[config.mk]
export PLATFORM = sky130hd
export DESIGN_NAME = execute_mc
export DESIGN_NICKNAME = d
export VERILOG_FILES = /design/src/rtl/exec_pkg.sv /design/src/rtl/exec_mul_iter.sv /design/src/rtl/execute_mc.sv
export SDC_FILE = /design/constraint.sdc
export NUM_CORES = 1
export LEC_CHECK = 0
export CORE_UTILIZATION = 54
export CTS_BUF_LIST = sky130_fd_sc_hd__clkbuf_8
export DETAILED_ROUTE_END_ITERATION = 12
export MAX_ROUTING_LAYER = met4
export PLACE_DENSITY = 0.83
export SLEW_MARGIN = 40
export SYNTH_ARGS = -nofsm -noshare
export SYNTH_HDL_FRONTEND = slang
export SYNTH_SLANG_ARGS = --single-unit
[constraint.sdc]
create_clock -name clk -period 8.8 [get_ports clk]
set_clock_uncertainty 0.05 [all_clocks]
set_input_delay 0.88 -clock clk [delete_from_list [all_inputs] [get_ports clk]]
set_output_delay 0.88 -clock clk [all_outputs]
set_load 0.02 [all_outputs]
[src/rtl/exec_pkg.sv]
// Shared decode constants, state encoding and branch-condition helper
// for the multi-cycle execute stage.
package exec_pkg;

    typedef enum logic [1:0] {
        IDLE = 2'd0,
        MUL  = 2'd1,
        MEM  = 2'd2
    } state_e;

    localparam logic [1:0] FLD_ALU_IMM = 2'b00;
    localparam logic [1:0] FLD_ALU_REG = 2'b01;
    localparam logic [1:0] FLD_MEM     = 2'b10;
    localparam logic [1:0] FLD_BRANCH  = 2'b11;

    localparam logic [3:0] OP_MUL  = 4'b0000;
    localparam logic [3:0] OP_ADD  = 4'b0001;
    localparam logic [3:0] OP_SUB  = 4'b0010;
    localparam logic [3:0] OP_MULS = 4'b1000;
    localparam logic [3:0] OP_ADDS = 4'b1001;
    localparam logic [3:0] OP_SUBS = 4'b1010;

    localparam logic [2:0] ALU_MOV = 3'b000;
    localparam logic [2:0] ALU_CLR = 3'b010;

    localparam logic [3:0] CC_EQ = 4'h0;
    localparam logic [3:0] CC_NE = 4'h1;
    localparam logic [3:0] CC_CS = 4'h2;
    localparam logic [3:0] CC_CC = 4'h3;
    localparam logic [3:0] CC_MI = 4'h4;
    localparam logic [3:0] CC_PL = 4'h5;
    localparam logic [3:0] CC_VS = 4'h6;
    localparam logic [3:0] CC_VC = 4'h7;
    localparam logic [3:0] CC_HI = 4'h8;
    localparam logic [3:0] CC_LS = 4'h9;
    localparam logic [3:0] CC_GE = 4'hA;
    localparam logic [3:0] CC_LT = 4'hB;
    localparam logic [3:0] CC_GT = 4'hC;
    localparam logic [3:0] CC_LE = 4'hD;
    localparam logic [3:0] CC_AL = 4'hE;
    localparam logic [3:0] CC_NV = 4'hF;

    localparam int F_N = 3;
    localparam int F_Z = 2;
    localparam int F_C = 1;
    localparam int F_V = 0;

    // Evaluate a branch condition code against the NZCV register.
    function automatic logic cond_pass(input logic [3:0] cc, input logic [3:0] f);
        logic n, z, c, v, p;
        n = f[F_N];
        z = f[F_Z];
        c = f[F_C];
        v = f[F_V];
        p = 1'b0;
        unique case (cc)
            CC_EQ: p = z;
            CC_NE: p = !z;
            CC_CS: p = c;
            CC_CC: p = !c;
            CC_MI: p = n;
            CC_PL: p = !n;
            CC_VS: p = v;
            CC_VC: p = !v;
            CC_HI: p = c && !z;
            CC_LS: p = !c || z;
            CC_GE: p = (n == v);
            CC_LT: p = (n != v);
            CC_GT: p = !z && (n == v);
            CC_LE: p = z || (n != v);
            CC_AL: p = 1'b1;
            CC_NV: p = 1'b0;
        endcase
        return p;
    endfunction

endpackage

[src/rtl/exec_mul_iter.sv]
// Iterative shift-add multiplier retiring MUL_STEP multiplier bits per cycle;
// produces the low DATA_W bits of the product.
module exec_mul_iter
    import exec_pkg::*;
#(
    parameter int DATA_W   = 32,
    parameter int MUL_STEP = 1
) (
    input  logic              clk,
    input  logic              rst,
    input  logic              start_i,
    input  logic [DATA_W-1:0] a_i,
    input  logic [DATA_W-1:0] b_i,
    output logic              done_o,
    output logic [DATA_W-1:0] result_o
);

    localparam int STEPS = DATA_W / MUL_STEP;
    localparam int CW    = $clog2(STEPS + 1);

    logic [DATA_W-1:0] acc_q, acc_d;
    logic [DATA_W-1:0] mcand_q;
    logic [DATA_W-1:0] mplier_q;
    logic [CW-1:0]     cnt_q;

    // Accumulate the shifted multiplicand for each set multiplier bit of this step.
    always_comb begin
        acc_d = acc_q;
        for (int k = 0; k < MUL_STEP; k++) begin
            if (mplier_q[k]) acc_d = acc_d + (mcand_q << k);
        end
    end

    // The final step's sum is forwarded combinationally so the caller can register it.
    assign done_o   = (cnt_q == CW'(1));
    assign result_o = acc_d;

    // Operand load on start, then one shift-add step per cycle while counting down.
    always_ff @(posedge clk or posedge rst) begin
        if (rst) begin
            acc_q    <= '0;
            mcand_q  <= '0;
            mplier_q <= '0;
            cnt_q    <= '0;
        end else if (start_i) begin
            acc_q    <= '0;
            mcand_q  <= a_i;
            mplier_q <= b_i;
            cnt_q    <= CW'(STEPS);
        end else if (cnt_q != '0) begin
            acc_q    <= acc_d;
            mcand_q  <= mcand_q << MUL_STEP;
            mplier_q <= mplier_q >> MUL_STEP;
            cnt_q    <= cnt_q - CW'(1);
        end
    end

endmodule

[src/rtl/execute_mc.sv]
// Multi-cycle execute stage: single-cycle ALU/branch ops, iterative multiply
// and a variable-latency load/store handshake, with an NZCV flag register.
module execute_mc
    import exec_pkg::*;
#(
    parameter int DATA_W   = 32,
    parameter int IMM_W    = 16,
    parameter int REG_AW   = 4,
    parameter int MUL_STEP = 1
) (
    input  logic              clk,
    input  logic              rst,
    input  logic              in_valid,
    output logic              in_ready,
    input  logic [1:0]        firstLevelDecode,
    input  logic              specialEncoding,
    input  logic [3:0]        secondLevelDecode,
    input  logic [2:0]        aluFunctions,
    input  logic [3:0]        branchInstruction,
    input  logic [IMM_W-1:0]  imm,
    input  logic [REG_AW-1:0] destReg,
    input  logic [REG_AW-1:0] sourceFirstReg,
    input  logic [REG_AW-1:0] sourceSecReg,
    output logic [REG_AW-1:0] readRegDest,
    output logic [REG_AW-1:0] readRegFirst,
    output logic [REG_AW-1:0] readRegSec,
    input  logic [DATA_W-1:0] readDataDest,
    input  logic [DATA_W-1:0] readDataFirst,
    input  logic [DATA_W-1:0] readDataSec,
    output logic              wb_valid,
    output logic [REG_AW-1:0] wb_reg,
    output logic [DATA_W-1:0] wb_data,
    output logic              branch_taken,
    output logic [IMM_W-1:0]  exeData,
    output logic              mem_req,
    output logic              mem_we,
    output logic [DATA_W-1:0] mem_addr,
    output logic [DATA_W-1:0] mem_wdata,
    input  logic              mem_ack,
    input  logic [DATA_W-1:0] mem_rdata,
    output logic [3:0]        flags
);

    localparam int MSB = DATA_W - 1;

    state_e            state_q, state_d;
    logic              wbv_q, wbv_d;
    logic [REG_AW-1:0] wbr_q, wbr_d;
    logic [DATA_W-1:0] wbd_q, wbd_d;
    logic              br_q, br_d;
    logic [IMM_W-1:0]  exe_q, exe_d;
    logic              mreq_q, mreq_d;
    logic              mwe_q, mwe_d;
    logic [DATA_W-1:0] maddr_q, maddr_d;
    logic [DATA_W-1:0] mwdata_q, mwdata_d;
    logic [3:0]        flags_q, flags_d;
    logic [REG_AW-1:0] mdst_q, mdst_d;
    logic              muls_q, muls_d;

    logic [DATA_W-1:0] simm, opa, opb;
    logic [DATA_W:0]   add_w, sub_w;
    logic [3:0]        add_f, sub_f;
    logic              is_mov, is_alu, is_mem, is_br;
    logic              mul_start, mul_done;
    logic [DATA_W-1:0] mul_res;

    assign readRegDest  = destReg;
    assign readRegFirst = sourceFirstReg;
    assign readRegSec   = sourceSecReg;

    assign simm  = DATA_W'($signed(imm));
    assign opa   = readDataFirst;
    assign opb   = (firstLevelDecode == FLD_ALU_REG) ? readDataSec : simm;
    assign add_w = {1'b0, opa} + {1'b0, opb};
    assign sub_w = {1'b0, opa} - {1'b0, opb};

    assign add_f = {add_w[MSB], add_w[MSB:0] == '0, add_w[DATA_W],
                    (opa[MSB] == opb[MSB]) && (add_w[MSB] != opa[MSB])};
    assign sub_f = {sub_w[MSB], sub_w[MSB:0] == '0, !sub_w[DATA_W],
                    (opa[MSB] != opb[MSB]) && (sub_w[MSB] != opa[MSB])};

    assign is_mov = (firstLevelDecode == FLD_ALU_IMM) && !specialEncoding;
    assign is_alu = ((firstLevelDecode == FLD_ALU_IMM) && specialEncoding)
                  || (firstLevelDecode == FLD_ALU_REG);
    assign is_mem = (firstLevelDecode == FLD_MEM);
    assign is_br  = (firstLevelDecode == FLD_BRANCH);

    exec_mul_iter #(
        .DATA_W   (DATA_W),
        .MUL_STEP (MUL_STEP)
    ) u_mul (
        .clk      (clk),
        .rst      (rst),
        .start_i  (mul_start),
        .a_i      (opa),
        .b_i      (opb),
        .done_o   (mul_done),
        .result_o (mul_res)
    );

    // Next-state, decode at accept, and completion of multi-cycle operations.
    always_comb begin
        state_d   = state_q;
        wbv_d     = 1'b0;
        wbr_d     = wbr_q;
        wbd_d     = wbd_q;
        br_d      = 1'b0;
        exe_d     = exe_q;
        mreq_d    = mreq_q;
        mwe_d     = mwe_q;
        maddr_d   = maddr_q;
        mwdata_d  = mwdata_q;
        flags_d   = flags_q;
        mdst_d    = mdst_q;
        muls_d    = muls_q;
        mul_start = 1'b0;
        unique case (state_q)
            IDLE: begin
                if (in_valid) begin
                    unique case (1'b1)
                        is_mov: begin
                            if (aluFunctions == ALU_MOV) begin
                                wbv_d = 1'b1;
                                wbr_d = destReg;
                                wbd_d = simm;
                            end else if (aluFunctions == ALU_CLR) begin
                                wbv_d = 1'b1;
                                wbr_d = destReg;
                                wbd_d = '0;
                            end
                        end
                        is_alu: begin
                            unique case (secondLevelDecode)
                                OP_MUL, OP_MULS: begin
                                    mul_start = 1'b1;
                                    state_d   = MUL;
                                    mdst_d    = destReg;
                                    muls_d    = secondLevelDecode[3];
                                end
                                OP_ADD, OP_ADDS: begin
                                    wbv_d = 1'b1;
                                    wbr_d = destReg;
                                    wbd_d = add_w[MSB:0];
                                    if (secondLevelDecode[3]) flags_d = add_f;
                                end
                                OP_SUB, OP_SUBS: begin
                                    wbv_d = 1'b1;
                                    wbr_d = destReg;
                                    wbd_d = sub_w[MSB:0];
                                    if (secondLevelDecode[3]) flags_d = sub_f;
                                end
                                default: ;
                            endcase
                        end
                        is_mem: begin
                            state_d  = MEM;
                            mreq_d   = 1'b1;
                            mwe_d    = aluFunctions[0];
                            maddr_d  = add_w[MSB:0];
                            mwdata_d = readDataDest;
                            mdst_d   = destReg;
                        end
                        is_br: begin
                            br_d  = cond_pass(branchInstruction, flags_q);
                            exe_d = imm;
                        end
                        default: ;
                    endcase
                end
            end
            MUL: begin
                if (mul_done) begin
                    state_d = IDLE;
                    wbv_d   = 1'b1;
                    wbr_d   = mdst_q;
                    wbd_d   = mul_res;
                    if (muls_q) begin
                        flags_d[F_N] = mul_res[MSB];
                        flags_d[F_Z] = (mul_res == '0);
                    end
                end
            end
            MEM: begin
                if (mem_ack) begin
                    state_d = IDLE;
                    mreq_d  = 1'b0;
                    if (!mwe_q) begin
                        wbv_d = 1'b1;
                        wbr_d = mdst_q;
                        wbd_d = mem_rdata;
                    end
                end
            end
            default: state_d = IDLE;
        endcase
    end

    // State and output registers; reset aborts any operation in flight.
    always_ff @(posedge clk or posedge rst) begin
        if (rst) begin
            state_q  <= IDLE;
            wbv_q    <= 1'b0;
            wbr_q    <= '0;
            wbd_q    <= '0;
            br_q     <= 1'b0;
            exe_q    <= '0;
            mreq_q   <= 1'b0;
            mwe_q    <= 1'b0;
            maddr_q  <= '0;
            mwdata_q <= '0;
            flags_q  <= '0;
            mdst_q   <= '0;
            muls_q   <= 1'b0;
        end else begin
            state_q  <= state_d;
            wbv_q    <= wbv_d;
            wbr_q    <= wbr_d;
            wbd_q    <= wbd_d;
            br_q     <= br_d;
            exe_q    <= exe_d;
            mreq_q   <= mreq_d;
            mwe_q    <= mwe_d;
            maddr_q  <= maddr_d;
            mwdata_q <= mwdata_d;
            flags_q  <= flags_d;
            mdst_q   <= mdst_d;
            muls_q   <= muls_d;
        end
    end

    assign in_ready     = (state_q == IDLE);
    assign wb_valid     = wbv_q;
    assign wb_reg       = wbr_q;
    assign wb_data      = wbd_q;
    assign branch_taken = br_q;
    assign exeData      = exe_q;
    assign mem_req      = mreq_q;
    assign mem_we       = mwe_q;
    assign mem_addr     = maddr_q;
    assign mem_wdata    = mwdata_q;
    assign flags        = flags_q;

endmodule
* Word-level counts from Yosys, hierarchy flattened *
Index checks and enable logic that the tools add are counted.

storage, ports and cells
  register bits after elaboration = 233
  input bits = 174
  output and inout port bits = 137
  logic and storage cells = 183

cells by class
  add/subtract/negate cells = 4
  equal/unequal tests = 52
  multiplexer cells = 65
  reduce and logical (&&, ||, !) cells = 44

operators by type and width
  kind                count
  $mux 32             14
  $pmux 32 s2         2
  $logic_not 32->1    3
  $pmux 32 s3         1
  $mux 4              12
  $eq 4x4->1 const B  11
  $add 32x32->33      1
  $sub 32x32->33      1
  $add 32x32->32      1
  $pmux 4 s2          3
  $reduce_and 8->1    3
  $mux 1              17
  $eq 4x3->1 const B  4
  $pmux 1 s16         1
  $ne 2x2->1 const B  7
  $eq 4x2->1 const B  3
  $mux 2              6
  $mux 6              2
  $pmux 4 s3          1
  $reduce_and 4->1    3
  $reduce_bool 2->1   5
  $ne 3x1->1 const B  3
  $ne 3x3->1 const B  3
  $eq 4x1->1 const B  2
  27 further kinds    56

* Logic depth before layout (Yosys ltp) *
Gate-level depths: netlist (run 1).

  word-level depth = 10
  depth in mapped cells = 20

* Modules after synthesis *
A second synthesis (run 1) with hierarchy kept.

unflattened totals
  cell total of the unflattened synthesis = 1979
  area, all modules = 17197.7 µm²

by module, submodules not included
  module         instances  cells an instance  area an instance (µm²)  seq. area each (µm²)
  execute_mc     1          1237               10570.1                 3278.1
  exec_mul_iter  1          742                6627.6                  2552.4

* Least setup slack after synthesis (run 1) *
Ideal clock, no wire load.

  path kind = input to register
  from = input firstLevelDecode[0]
  to = register flags_q[3], in the netlist flags[3]
  arrival time = 4.667 ns
  setup slack = 4.018 ns
  stages on the path = 18
  path buffers = 3
  cells stage by stage = nor2b_1 > buf_2 > buf_1 > clkbuf_1 > a21oi_1 > inv_1 > ha_1 > a21o_1 > a2111oi_0 > o211a_1 > o31a_1 > o21ai_1 > a41oi_1 > o21ai_1 > xor2_1 > mux2i_1 > o311ai_0 > o21a_1

on the way
  word-level cells in the longest chain between the ends = 8
  elaborated cells on any way between the ends = 15

RTL lines
  item                                              RTL line                              source
  start, declared                                   execute_mc.sv:15                      input logic [1:0] firstLevelDecode,
  $eq 2x1->1                                        execute_mc.sv:73, execute_mc.sv:84
  $mux 32                                           execute_mc.sv:73                      assign opb = (firstLevelDecode == FLD_ALU_REG) ? readDataSec : simm;
  $sub 32x32->33 or $add 32x32->33 (tied branches)  execute_mc.sv:75, execute_mc.sv:74
  $mux 4, on equally long branches                  execute_mc.sv:150, execute_mc.sv:144
  $pmux 4 s2                                        execute_mc.sv:133                     unique case (secondLevelDecode)
  $mux 4                                            execute_mc.sv:120                     unique case (1'b1)
  $mux 4                                            execute_mc.sv:119                     if (in_valid) begin
  $pmux 2 s2                                        execute_mc.sv:117                     unique case (state_q)
  end signal, assigned                              execute_mc.sv:225                     flags_q <= flags_d;
  end, declared                                     execute_mc.sv:56                      logic [3:0] flags_q, flags_d;

Several ways; a longest one is shown, not always the timed one. The select of a mux whose other input is x is not followed.
A chain may end at the register's enable or synchronous reset.

* Worst setup path after layout (run 1) *
  from = input firstLevelDecode[0]
  to = register flags_q[2], in the netlist flags[2]

on the way
  word-level cells in the longest chain between the ends = 9
  elaborated cells on any way between the ends = 17

RTL lines
  item                                              RTL line
  $eq 2x1->1                                        execute_mc.sv:73, execute_mc.sv:84
  $mux 32                                           execute_mc.sv:73
  $sub 32x32->33 or $add 32x32->33 (tied branches)  execute_mc.sv:75, execute_mc.sv:74
  $logic_not 32->1, on equally long branches        execute_mc.sv:79, execute_mc.sv:77
  $mux 4, on equally long branches                  execute_mc.sv:150, execute_mc.sv:144
  $pmux 4 s2                                        execute_mc.sv:133
  $mux 4                                            execute_mc.sv:120
  $mux 4                                            execute_mc.sv:119
  $pmux 2 s2                                        execute_mc.sv:117

Several ways; a longest one is shown, not always the timed one. The select of a mux whose other input is x is not followed.

==> summary by stage, run 1 <==
Critical path
The highest fanout seen on the critical path is 14. STA classifies the critical path endpoint as a register. For the worst setup path, the data required time is 9.27 ns. The critical path is of the in -> reg type. The critical path startpoint category is a primary input. The arrival time of data at the critical path endpoint is 6.27 ns.

Clock network
The clock net sink count is ~230. Clock tree synthesis inserted a total of 44 buffers. The buffer cell driving the clock tree root is sky130_fd_sc_hd__clkbuf_8. Post-CTS repair changed the size of 0 cells.

After clock tree synthesis, the clock-pin slew on the worst setup and hold paths is 0.06 ns. The maximum level of the CTS H-tree is 2. Buffers inserted to repair hold after CTS numbered 0. In this run the deepest clock path goes through 3 buffers. The number of setup buffers added after CTS is 0. The clock insertion delay at the later pin of the skew report is approximately 0.6 ns. TritonCTS built the clock tree.

Global routing
The wire length of the first global-routing pass is slightly below 100 mm. The via count of the first global-routing pass was 17120. The remaining global-route overflow is 0. The largest net degree at the start of global routing is about 110.

The initial antenna violation count is 2. The total routing usage reported by global routing is 0.3940. The global-route track usage on met3 is 0.08143. The met2 global-route usage is 0.5516. The met1 usage is 0.5615.

In this run the most used layer during global routing was met1.

Layout
Once layout is complete, the utilization of the core stands at 0.6787. The summed area of non-filler cells in the final layout is between 20000 and 25000 um2. The number of nets in the finished design is ~2600. The share of post-route cells with drive strength above 1 is 0.08013. Compared with the post-synthesis result, the final layout area differs by 23.00%. The post-layout instance count excluding filler cells is 2800.

Power
The share of total power dissipated in combinational logic is 0.580. The share of power burned in the clock network is 0.155. Across the VDD grid, the largest voltage drop is approximately 0.23 mV.

Power comes to slightly above 7 mW. The power density over the cells is around 340 nW/um2. Internal power comes to 3.896 mW. The share of total power dissipated in sequential elements is 0.265. The switching power share of the total is 0.4605. In this run the power spent charging and discharging nets is 3.326 mW. The cell leakage power is 9.422 nW.

Yosys
The number of instances in the synthesized netlist is approximately 2100. The synthesized netlist occupies a cell area of 17500 um2. For this run, the leading register cell type out of synthesis is sky130_fd_sc_hd__dfrtp_1.

The number of nets handed over by synthesis was around 2400. The part of the Yosys area used for sequential elements is 0.3331. The number of synthesized flops with an enable pin is 0. Counting flops and latches in the post-synthesis netlist gives 233. The distinct cell type count of the synthesized netlist is 90.

The share of synthesized area in the top cell type comes to 0.3331. Summed over all instances, the cell type with the most area after synthesis is sky130_fd_sc_hd__dfrtp_1. In the post-synthesis netlist, the biggest area contributors are sky130_fd_sc_hd__dfrtp_1 33%, sky130_fd_sc_hd__ha_1 7.4%, sky130_fd_sc_hd__nand2_1 7.3%. The Yosys step of the flow raised 0 warnings.

Dividing the synthesized area by the synthesized cell count gives roughly 8.2 um2. The proportion of synthesized flip-flops having asynchronous set or reset is 1.000.

Routing
The final layout contains routed wiring with a total length of between 60 and 70 mm. The DRC marker count from the first detailed-route iteration is around 2100. The routed via count divided by cell count is 6.388. Summing over every cut layer, the via total after detailed routing is roughly 18000. The routed wirelength normalized by instance count is 22.71 um. In this run the remaining antenna-violating nets after routing total 0. The number of iterations in the first detailed-routing pass is 6. The remaining routing DRC violations is 0.

Outcome
The run finished with clean final reports.

Placed design
The cell area after placement is 20600 um2. The number of buffer cells added on primary ports is 294. The setup slack after placement is about 2.6 ns. The HPWL after detailed placement is 47.12 mm. The global placement routability congestion is 0.9887.

In this run, placement finished with an instance count of between 2000 and 3000.

Timing
The setup TNS is 0 ns. The portion of the clock cycle consumed by the worst path in the final layout is 0.6590. The highest clock rate is ~170 MHz. Setup violations remaining at the end of the flow were counted as 0. The worst path in the final design needs a cycle of 5.799 ns, including I/O delays and setup. The final hold violation count is 0. The max-slew violation total from the final report was 0. The worst slew margin relative to its limit is 0.4087. The transition time at the pin with the least slew margin is roughly 0.88 ns.

The smallest hold slack is approximately 0.43 ns. The final worst slack is 3.001 ns. Setup repair after global routing left no endpoint under its margin.

Flow run
Max-cap violations in this run came to 0.

Floorplan
During I/O placement, the number of pins put on the boundary was a little over 300. The die footprint is between 30000 and 40000 um2. The die width is approximately 180 um.

The number of cell rows is 65. The die extent in y is about 180 um. After floorplanning, the core was sized to cover approximately 32000 um2.

The initial core utilization is 0.5518.

Worst hold path
The worst hold path belongs to the class reg -> reg.
-- Yosys cell counts, drive strengths merged (7+ instances only) --
cell,count
nand2,342
dfrtp,233
a21oi,192
nor2,177
o21ai,108
clkbuf,106
ha,104
inv,88
mux2,67
a31oi,61
xnor2,55
nor3,49
a211oi,41
mux2i,40
and3,39
buf,37
nand3,37
a21o,35
nor4,29
o31ai,25
nand4,23
nor2b,22
xor2,19
nand2b,18
o211ai,16
a221oi,15
o21a,13
o21bai,11
a2111oi,10
a211o,9
a311oi,9
and2,8
o211a,8
or2,7
or3,7
-- cell families after synthesis --
kind of cell,count (synthesis),share of synthesized area
AND/OR/NAND/NOR,789,0.2083
AO/OA/AOI/OAI,604,0.2222
flip-flops,233,0.3331
buffers and inverters,232,0.05555
multiplexers,107,0.06598
adder cells (fa/ha/maj),107,0.07778
XOR/XNOR,74,0.03703
-- worst max-delay path, cell delays in order --
cell and delay, ns:
sky130_fd_sc_hd__clkdlybuf4s50_1 0.58, sky130_fd_sc_hd__nor2b_4 0.33, sky130_fd_sc_hd__buf_4 0.34, sky130_fd_sc_hd__mux2i_1 0.55
sky130_fd_sc_hd__inv_1 0.17, sky130_fd_sc_hd__ha_1 0.22, sky130_fd_sc_hd__a21oi_1 0.33, sky130_fd_sc_hd__a2111oi_0 0.21
sky130_fd_sc_hd__nor3_1 0.48, sky130_fd_sc_hd__o21ai_0 0.22, sky130_fd_sc_hd__xnor2_1 0.46, sky130_fd_sc_hd__nand3_1 0.15
sky130_fd_sc_hd__nor4_1 0.48, sky130_fd_sc_hd__nand4b_1 0.16, sky130_fd_sc_hd__nor4bb_1 0.38, sky130_fd_sc_hd__a31oi_1 0.14
sky130_fd_sc_hd__nand2_1 0.09, sky130_fd_sc_hd__o21a_1 0.11
-- power by group through the flow --
stage	clock network [mW]	registers, mW	logic, mW
global route	1.18	1.97	4.51
floorplan	0	2.16	2.37
CTS	1.13	1.90	4.11
global placement	0	1.88	3.99
finish	1.12	1.92	4.19
detailed placement	0	1.91	4.07
-- layout by cell type, fill, tap and decap left out, types with 16 or more instances in the layout --
cell type / synthesis / layout
sky130_fd_sc_hd__mux2_2: 67 / 67
sky130_fd_sc_hd__dfrtp_1: 233 / 233
sky130_fd_sc_hd__nor2_1: 177 / 177
sky130_fd_sc_hd__a21o_1: 35 / 35
sky130_fd_sc_hd__mux2i_1: 40 / 40
sky130_fd_sc_hd__nor2b_1: 22 / 20
sky130_fd_sc_hd__xnor2_1: 55 / 55
sky130_fd_sc_hd__nand4_1: 23 / 23
sky130_fd_sc_hd__ha_1: 104 / 103
sky130_fd_sc_hd__nand2b_1: 18 / 18
sky130_fd_sc_hd__a211oi_1: 39 / 39
sky130_fd_sc_hd__nor3_1: 48 / 48
sky130_fd_sc_hd__inv_1: 88 / 99
sky130_fd_sc_hd__xor2_1: 19 / 19
sky130_fd_sc_hd__nor4_1: 28 / 26
sky130_fd_sc_hd__a21oi_1: 191 / 191
sky130_fd_sc_hd__nand3_1: 37 / 35
sky130_fd_sc_hd__nand2_1: 342 / 341
sky130_fd_sc_hd__o211ai_1: 16 / 16
sky130_fd_sc_hd__clkbuf_8: 1 / 56
sky130_fd_sc_hd__and3_1: 35 / 35
sky130_fd_sc_hd__a31oi_1: 61 / 61
sky130_fd_sc_hd__o31ai_1: 25 / 25
sky130_fd_sc_hd__o21ai_0: 101 / 101
sky130_fd_sc_hd__clkdlybuf4s50_1: 0 / 294
-- final timing paths --
path                                           from            endpoint  slack, ns  cells after the start
worst max register to register     u_mul.mcand_q[0]            flags[2]       4.28                     14
worst max-delay path            firstLevelDecode[0]            flags[2]       3.00                     18
max in group asynchronous                       rst  u_mul.mplier_q[30]       6.87                      3
min in group asynchronous                       rst          wb_data[4]       0.70                      2
worst min register to register          wb_data[27]         wb_data[27]       0.43                      2
worst min-delay path                    wb_data[27]         wb_data[27]       0.43                      2
-- area by class of cell --
| class | count | area [um2] |
|---|---|---|
| antenna | 2 | 5.005 |
| clock buffer | 56 | 770.7 |
| clock inverter | 19 | 135.1 |
| fill | 2623 | 10190 |
| inverter | 89 | 346.6 |
| multi-input combinational | 1681 | 10750 |
| sequential | 233 | 5831 |
| tap | 402 | 503.0 |
| timing repair buffer | 318 | 3183 |
-- metal layers --
| metal | routed length, um | vias to the layer above |
|---|---|---|
| li1 | - | 8148 |
| met1 | 28590 | 8618 |
| met2 | 26630 | 971 |
| met3 | 6113 | 149 |
| met4 | 2266 | 0 |
| met5 | 0 | - |
(Power assumes the default switching activity.)
==> inputs of run 2 (changes only) <==
Clock period 8.8 ns to 5.75 ns, I/O delays scaled along.
==> run 2 against run 1 <==
  * Design area up 1.7%
  * Sequential cell count unchanged
  * Register-to-register slack worse by 3.2 ns
  * Routed wire length up 0.19%
  * Setup slack worse by 2.5 ns
  * Sequential share of layout area down 0.44 points
  * Clock-buffer cell count unchanged
  * Die area unchanged
  * Sequential power up 53%
  * Largest power group unchanged
  * Highest routed layer unchanged
==> summary by stage, run 2 (synthesized netlist as in run 1, its figures left out) <==
Routing
The remaining routing DRC violations is 0. The detailed router placed 18110 vias in this run. The number of nets still failing antenna checks after routing is 0. Dividing the detail-routed via count by the number of cells gives about 6.4. The DRC marker count from the first detailed-route iteration is 1924. The routed wire length is roughly 64 mm. The pre-antenna-repair detailed-routing pass consisted of 6 iterations. The routed wirelength normalized by instance count is around 22 um.

Timing
Setup repair after global routing left no endpoint under its margin. In the finished design, the share of the clock period the worst path needs comes to 0.9078. The setup TNS is 0 ns. The final hold violation count is 0.

The max-slew violation total from the final report is 0. The worst slew margin relative to its limit is 0.4134. The highest clock rate is 191.6 MHz. The total setup violations reported at the end of the flow is 0. At the pin with the least slew margin, the transition time is roughly 0.87 ns. Hold timing on the final database bottoms out at a slack of 0.4282 ns. After layout, the minimum clock period comes to 5.220 ns.

Global routing
The initial antenna violation count was 1. The remaining global-route overflow is 0. The via count of the first global-routing pass is ~17000. The total routing usage reported by global routing is 0.3908.

Entering global routing, the biggest net connects around 130 pins. The first global-routing pass estimated between 90 and 100 mm of wire.

Power
The switching power share of the total is 0.4564. The share of power burned in the clock network is 0.156. The net load switching power is 5.092 mW.

The combinational group share of total power is 0.581. In this run the static leakage power is just under 10 nW. Dividing total power by cell area gives a power density of slightly above 500 nW/um2. The share of total power dissipated in sequential elements is 0.263. The maximum ir drop on the vdd rail is roughly 0.39 mV. The internal power of the cells is between 6 and 7 mW.

Critical path
For flop-to-flop paths, the worst setup slack is ~1.1 ns. The highest fanout seen on the critical path is 21. The arrival time of data at the critical path endpoint is about 5.7 ns. The critical path class is in -> reg. The critical path startpoint category is a primary input. The worst endpoint required time is about 6.2 ns.

The capturing element type of the critical path is a register.

Floorplan
The core region area is roughly 32000 um2. The floorplan step set the die height to about 180 um. The die width is around 180 um. During I/O placement, the number of pins put on the boundary was ~310. The die footprint is approximately 33000 um2. The initial core utilization is 0.5518. The number of cell rows is between 60 and 70.

Layout
The number of nets in the finished design is 2687. The layout has between 2000 and 3000 filler cells. Of the cells placed in the final design, the portion with a size suffix greater than 1 is 0.09565. The library cells used most frequently in the layout, excluding fill and tap cells, are 341 x sky130_fd_sc_hd__nand2_1, 294 x sky130_fd_sc_hd__clkdlybuf4s50_1, 233 x sky130_fd_sc_hd__dfrtp_1. The area overhead of the layout relative to synthesis is 25.04%.

For this run, the share of the core covered by cells in the final layout is 0.6899. For this run, the number of standard cells in the final layout without fillers is 2839. The most common cell after layout, fill and taps aside is sky130_fd_sc_hd__nand2_1.

Clock network
Clock latency on the worst-skew pair, taken at its later pin, is between 0.5 and 0.6 ns. The deepest clock path buffer count is 3. For this design, the CTS-stage hold fixing added 0 buffers. The number of instances resized during post-cts repair is 0. TritonCTS created 44 clock buffers. The clock-pin transition on the worst setup and hold timing paths is around 0.06 ns.

The clock tree from TritonCTS is done. The buffer cell driving the clock tree root is sky130_fd_sc_hd__clkbuf_8. Counting every sink on the clock net gives between 200 and 250. The count of buffers added by post-CTS timing repair for setup is 0. The H-tree generated during clock tree synthesis spans 2 levels.

Placed design
The global placement routability congestion is between 1 and 1.5. During placement, the flow inserted port buffers numbering ~290. The half-perimeter wire length of the detailed placement result is approximately 48 mm.

The placed instance count is between 2000 and 3000.

Worst hold path
The min-delay analysis places its worst path in the category reg -> reg.

Flow run
Across the run, the number of max-cap violations was 0.

Outcome
The run finished with clean final reports.
[run 2: cell types whose count changed in the layout (fill, tap and decap cells not counted), sizes merged]
cell,previous run,this run
buf,24,63
bufinv,2,3
diode,2,1
[run 2: final cells by class]
| type | instances | area, um2 | area share |
|---|---|---|---|
| Timing Repair Buffer | 357 | 3511 | 0.1604 |
| Tap cell | 402 | 503.0 | 0.02298 |
| Inverter | 89 | 337.8 | 0.01544 |
| Multi-Input combinational cell | 1681 | 10760 | 0.4917 |
| Antenna cell | 1 | 2.502 | 0.0001144 |
| Sequential cell | 233 | 5831 | 0.2664 |
| Clock inverter | 20 | 167.7 | 0.007662 |
| Clock buffer | 56 | 770.7 | 0.03522 |
[run 2: layer usage]
layer	part of all wire	up-vias	global-route usage
li1	-	8227	-
met1	0.44	8671	0.5519
met2	0.43	1056	0.5632
met3	0.10	153	0.07702
met4	0.030	0	0.1187
met5	0	-	-
[run 2: power by group through the flow]
stage          clock network (mW)  logic [mW]  registers [mW]
3_3_place_gp                    0        6.17            2.89
5_1_grt                      1.83        6.98            3.01
3_5_place_dp                    0        6.31            2.93
4_1_cts                      1.76        6.37            2.92
6_report                     1.74        6.48            2.93
2_1_floorplan                   0        3.62            3.31
[run 2: path summary, 6_finish.rpt]
check	cells past startpoint	from	endpoint
max reg2reg	14	u_mul.acc_q[0]	flags[2]
max in group asynchronous	4	rst	mem_wdata[9]
min reg2reg	2	wb_data[22]	wb_data[22]
min	2	wb_data[22]	wb_data[22]
max	17	firstLevelDecode[0]	flags[3]
min in group asynchronous	3	rst	wb_data[2]
[run 2: critical path, cell delays in order]
cell and delay [ns]:
sky130_fd_sc_hd__clkdlybuf4s50_1 0.59, sky130_fd_sc_hd__nor2b_4 0.21, sky130_fd_sc_hd__buf_12 0.20, sky130_fd_sc_hd__mux2i_1 0.43, sky130_fd_sc_hd__inv_1 0.10, sky130_fd_sc_hd__ha_1 0.47
sky130_fd_sc_hd__nor2b_1 0.08, sky130_fd_sc_hd__o21a_1 0.23, sky130_fd_sc_hd__nor4_1 0.66, sky130_fd_sc_hd__o21ai_1 0.21, sky130_fd_sc_hd__a21oi_1 0.45, sky130_fd_sc_hd__o221ai_1 0.26
sky130_fd_sc_hd__a21oi_1 0.22, sky130_fd_sc_hd__xnor2_1 0.29, sky130_fd_sc_hd__mux2i_1 0.16, sky130_fd_sc_hd__o311ai_0 0.33, sky130_fd_sc_hd__o21a_1 0.17
[run 2: per-stage QoR]
stage,total power [mW],instance area (um2),setup slack (ns)
final,11.16,21880,0.5303
after global routing,11.82,21880,0.3446
after CTS,11.05,21840,0.7529
after detailed placement,9.243,20900,0.1742
after global placement,9.060,20860,0.2114
after floorplan,6.932,17510,1.273
==> inputs of run 3 (changes only) <==
Settings changed: CELL_PAD_IN_SITES_DETAIL_PLACEMENT set to 0, CELL_PAD_IN_SITES_GLOBAL_PLACEMENT set to 1, CORE_UTILIZATION 54 to 41, HOLD_SLACK_MARGIN set to 0.1, PLACE_DENSITY 0.83 to 0.84.
==> run 3 against run 2 <==
  * Register-to-register slack better by 0.03 ns
  * Sequential power hardly changed
  * Design area is 2.7% higher
  * Final cell count is 6.7% higher
  * Largest cell class unchanged
  * Largest power group unchanged
==> summary by stage, run 3 (synthesized netlist as in run 1, its figures left out) <==
Floorplan
The initial utilization of the core area, before any placement, comes to 0.4163. The floorplan step set the die height to approximately 210 um. Row generation in the floorplan step produced 75 rows. After floorplanning, the core was sized to cover roughly 42000 um2. The floorplan step defined a die boundary enclosing roughly 44000 um2. During I/O placement, the number of pins put on the boundary was between 300 and 400.

From left edge to right edge, the die measures 208.6 um.

Placed design
The congestion estimate from routability-driven global placement came to between 0.9 and 1. Summing all placed instances gives a cell area of roughly 21000 um2. Summed over all nets, the half-perimeter wirelength after detailed placement is about 54 mm. The number of buffer cells added on primary ports is around 290. The setup slack after placement is -0.05482 ns.

Layout
The finished cells cover between 20000 and 25000 um2. The top cell types in the final layout, fill and taps aside, are 341 x sky130_fd_sc_hd__nand2_1, 294 x sky130_fd_sc_hd__clkdlybuf4s50_1, 233 x sky130_fd_sc_hd__dfrtp_1. The most common cell after layout, fill and taps aside is sky130_fd_sc_hd__nand2_1. The area overhead of the layout relative to synthesis is 28.39%. Counting the fill cells in the layout gives between 4000 and 5000. After the last flow step, the layout net total stands at ~2700. The share of post-route cells with drive strength above 1 is 0.1121.

Clock network
The count of buffers added by post-CTS timing repair for setup is 0. The clock net sink count is around 230. The clock insertion delay at the later pin of the skew report is between 0.6 and 0.7 ns.

Clock tree synthesis selected as its root buffer the cell sky130_fd_sc_hd__clkbuf_8. TritonCTS built the clock tree. The clock-pin transition on the worst setup and hold timing paths is roughly 0.06 ns. The clock buffer count from CTS is between 40 and 50.

The deepest clock path buffer count is 3. The H-tree was split into 2 levels. The number of gates resized after CTS was 0. Hold repair after CTS inserted 0 buffers.

Global routing
The initial antenna violation count is 2. The remaining global-route overflow is 0. The wire length of the first global-routing pass is between 100 and 150 mm.

The via count of the first global-routing pass is ~17000. Entering global routing, the biggest net connects approximately 150 pins. The total routing usage reported by global routing is 0.3288.

Critical path
The setup slack on the worst flop-to-flop path is approximately 1.1 ns. STA classifies the critical path endpoint as a register. The critical path startpoint category is a primary input. At the worst endpoint, the required time is 6.24 ns. The arrival time of data at the critical path endpoint is between 5 and 6 ns. The highest fanout seen on the critical path is 8. The critical path class is in -> reg.

Timing
Hold is met by between 0.2 and 0.3 ns. The final worst slack is 0.4030 ns. The worst slew margin relative to its limit is 0.4320. The max-slew violation total from the final report came to 0. The setup TNS is 0 ns. For the pin with the worst max-slew slack, the measured transition is 0.8501 ns.

The final critical-path required period is about 5.3 ns. Setup repair after global routing left no endpoint under its margin. The portion of the clock cycle consumed by the worst path in the final layout is 0.9299.

Setup violations remaining at the end of the flow were counted as 0. The highest clock rate is between 150 and 200 MHz. The final hold violation count is 0.

Routing
The remaining routing DRC violations is 0. The detail route stage leaves a number of antenna-violating nets equal to 0. The first detailed-routing pass took 6 iterations. The routed design has 70.07 mm of wire. The vias after detailed routing is between 15000 and 20000. The routed via count divided by cell count is ~5.9. The routed wirelength normalized by instance count is ~23 um.

The DRC marker count from the first detailed-route iteration is 1575.

Power
Across the VDD grid, the largest voltage drop is around 0.33 mV. The design draws ~11 mW. For this design the ratio of total power to cell area is just over 500 nW/um2. The cell leakage power is slightly below 10 nW.

Worst hold path
The worst hold path belongs to the class in -> async.

Flow run
The count of max-cap constraint violations is 0.

Outcome
The run finished with clean final reports.
run 3: path summary, 6_finish.rpt:
path | start | endpoint | cells after the start
setup / recovery | firstLevelDecode[0] | flags[2] | 21
hold / removal | rst | wb_data[1] | 2
setup reg to reg | u_mul.acc_q[0] | flags[2] | 14
hold reg to reg | wb_data[15] | wb_data[15] | 1
max in group asynchronous | rst | mem_wdata[8] | 4
min in group clk | wb_data[15] | wb_data[15] | 1
run 3: metrics by stage:
| stage | utilization | cells |
|---|---|---|
| final | 0.5345 | 3029 |
| after global routing | 0.5345 | 3029 |
| after global placement | 0.5073 | 2937 |
| after detailed placement | 0.5090 | 2940 |
| after CTS | 0.5332 | 3025 |
| after floorplan | - | 2146 |
run 3: layout make-up:
cell class / count / area, um2 / area share
Inverter: 89 / 337.8 / 0.01503
Multi-Input combinational cell: 1681 / 10760 / 0.4790
Antenna cell: 2 / 5.005 / 0.0002227
Timing Repair Buffer: 400 / 3837 / 0.1708
Sequential cell: 233 / 5831 / 0.2595
Clock buffer: 57 / 784.5 / 0.03491
Tap cell: 539 / 674.4 / 0.03001
Clock inverter: 28 / 236.5 / 0.01052
run 3: where the power goes:
group | total (mW) | switching [mW] | leakage, nW | internal, mW
Clock | 1.87 | 0.793 | 0.585 | 1.08
Combinational | 6.61 | 3.87 | 6.41 | 2.74
Sequential | 2.95 | 0.552 | 2.91 | 2.39
run 3: worst max-delay path, cell delays in order:
cell                              delay (ns)
sky130_fd_sc_hd__clkdlybuf4s50_1        0.48
sky130_fd_sc_hd__nor2b_4                0.46
sky130_fd_sc_hd__mux2_2                 0.31
sky130_fd_sc_hd__ha_1                   0.20
sky130_fd_sc_hd__inv_1                  0.07
sky130_fd_sc_hd__fa_1                   0.43
sky130_fd_sc_hd__nor2b_1                0.31
sky130_fd_sc_hd__o31ai_1                0.17
sky130_fd_sc_hd__a32oi_1                0.58
sky130_fd_sc_hd__buf_4                  0.23
sky130_fd_sc_hd__xnor2_1                0.23
sky130_fd_sc_hd__nand3_1                0.11
sky130_fd_sc_hd__nand4b_1               0.24
sky130_fd_sc_hd__nor4_1                 0.36
sky130_fd_sc_hd__buf_4                  0.18
sky130_fd_sc_hd__nand4b_1               0.11
sky130_fd_sc_hd__nor4bb_1               0.33
sky130_fd_sc_hd__buf_4                  0.17
sky130_fd_sc_hd__a31oi_1                0.07
sky130_fd_sc_hd__nand2_1                0.07
sky130_fd_sc_hd__o21a_1                 0.11
run 3: routing by layer:
metal	share of wire	vias to the layer above	global-route usage
met5	0	-	-
met4	0.033	0	0.1136
met3	0.079	122	0.08085
met2	0.42	693	0.4637
met1	0.47	8623	0.4561
li1	-	8299	-
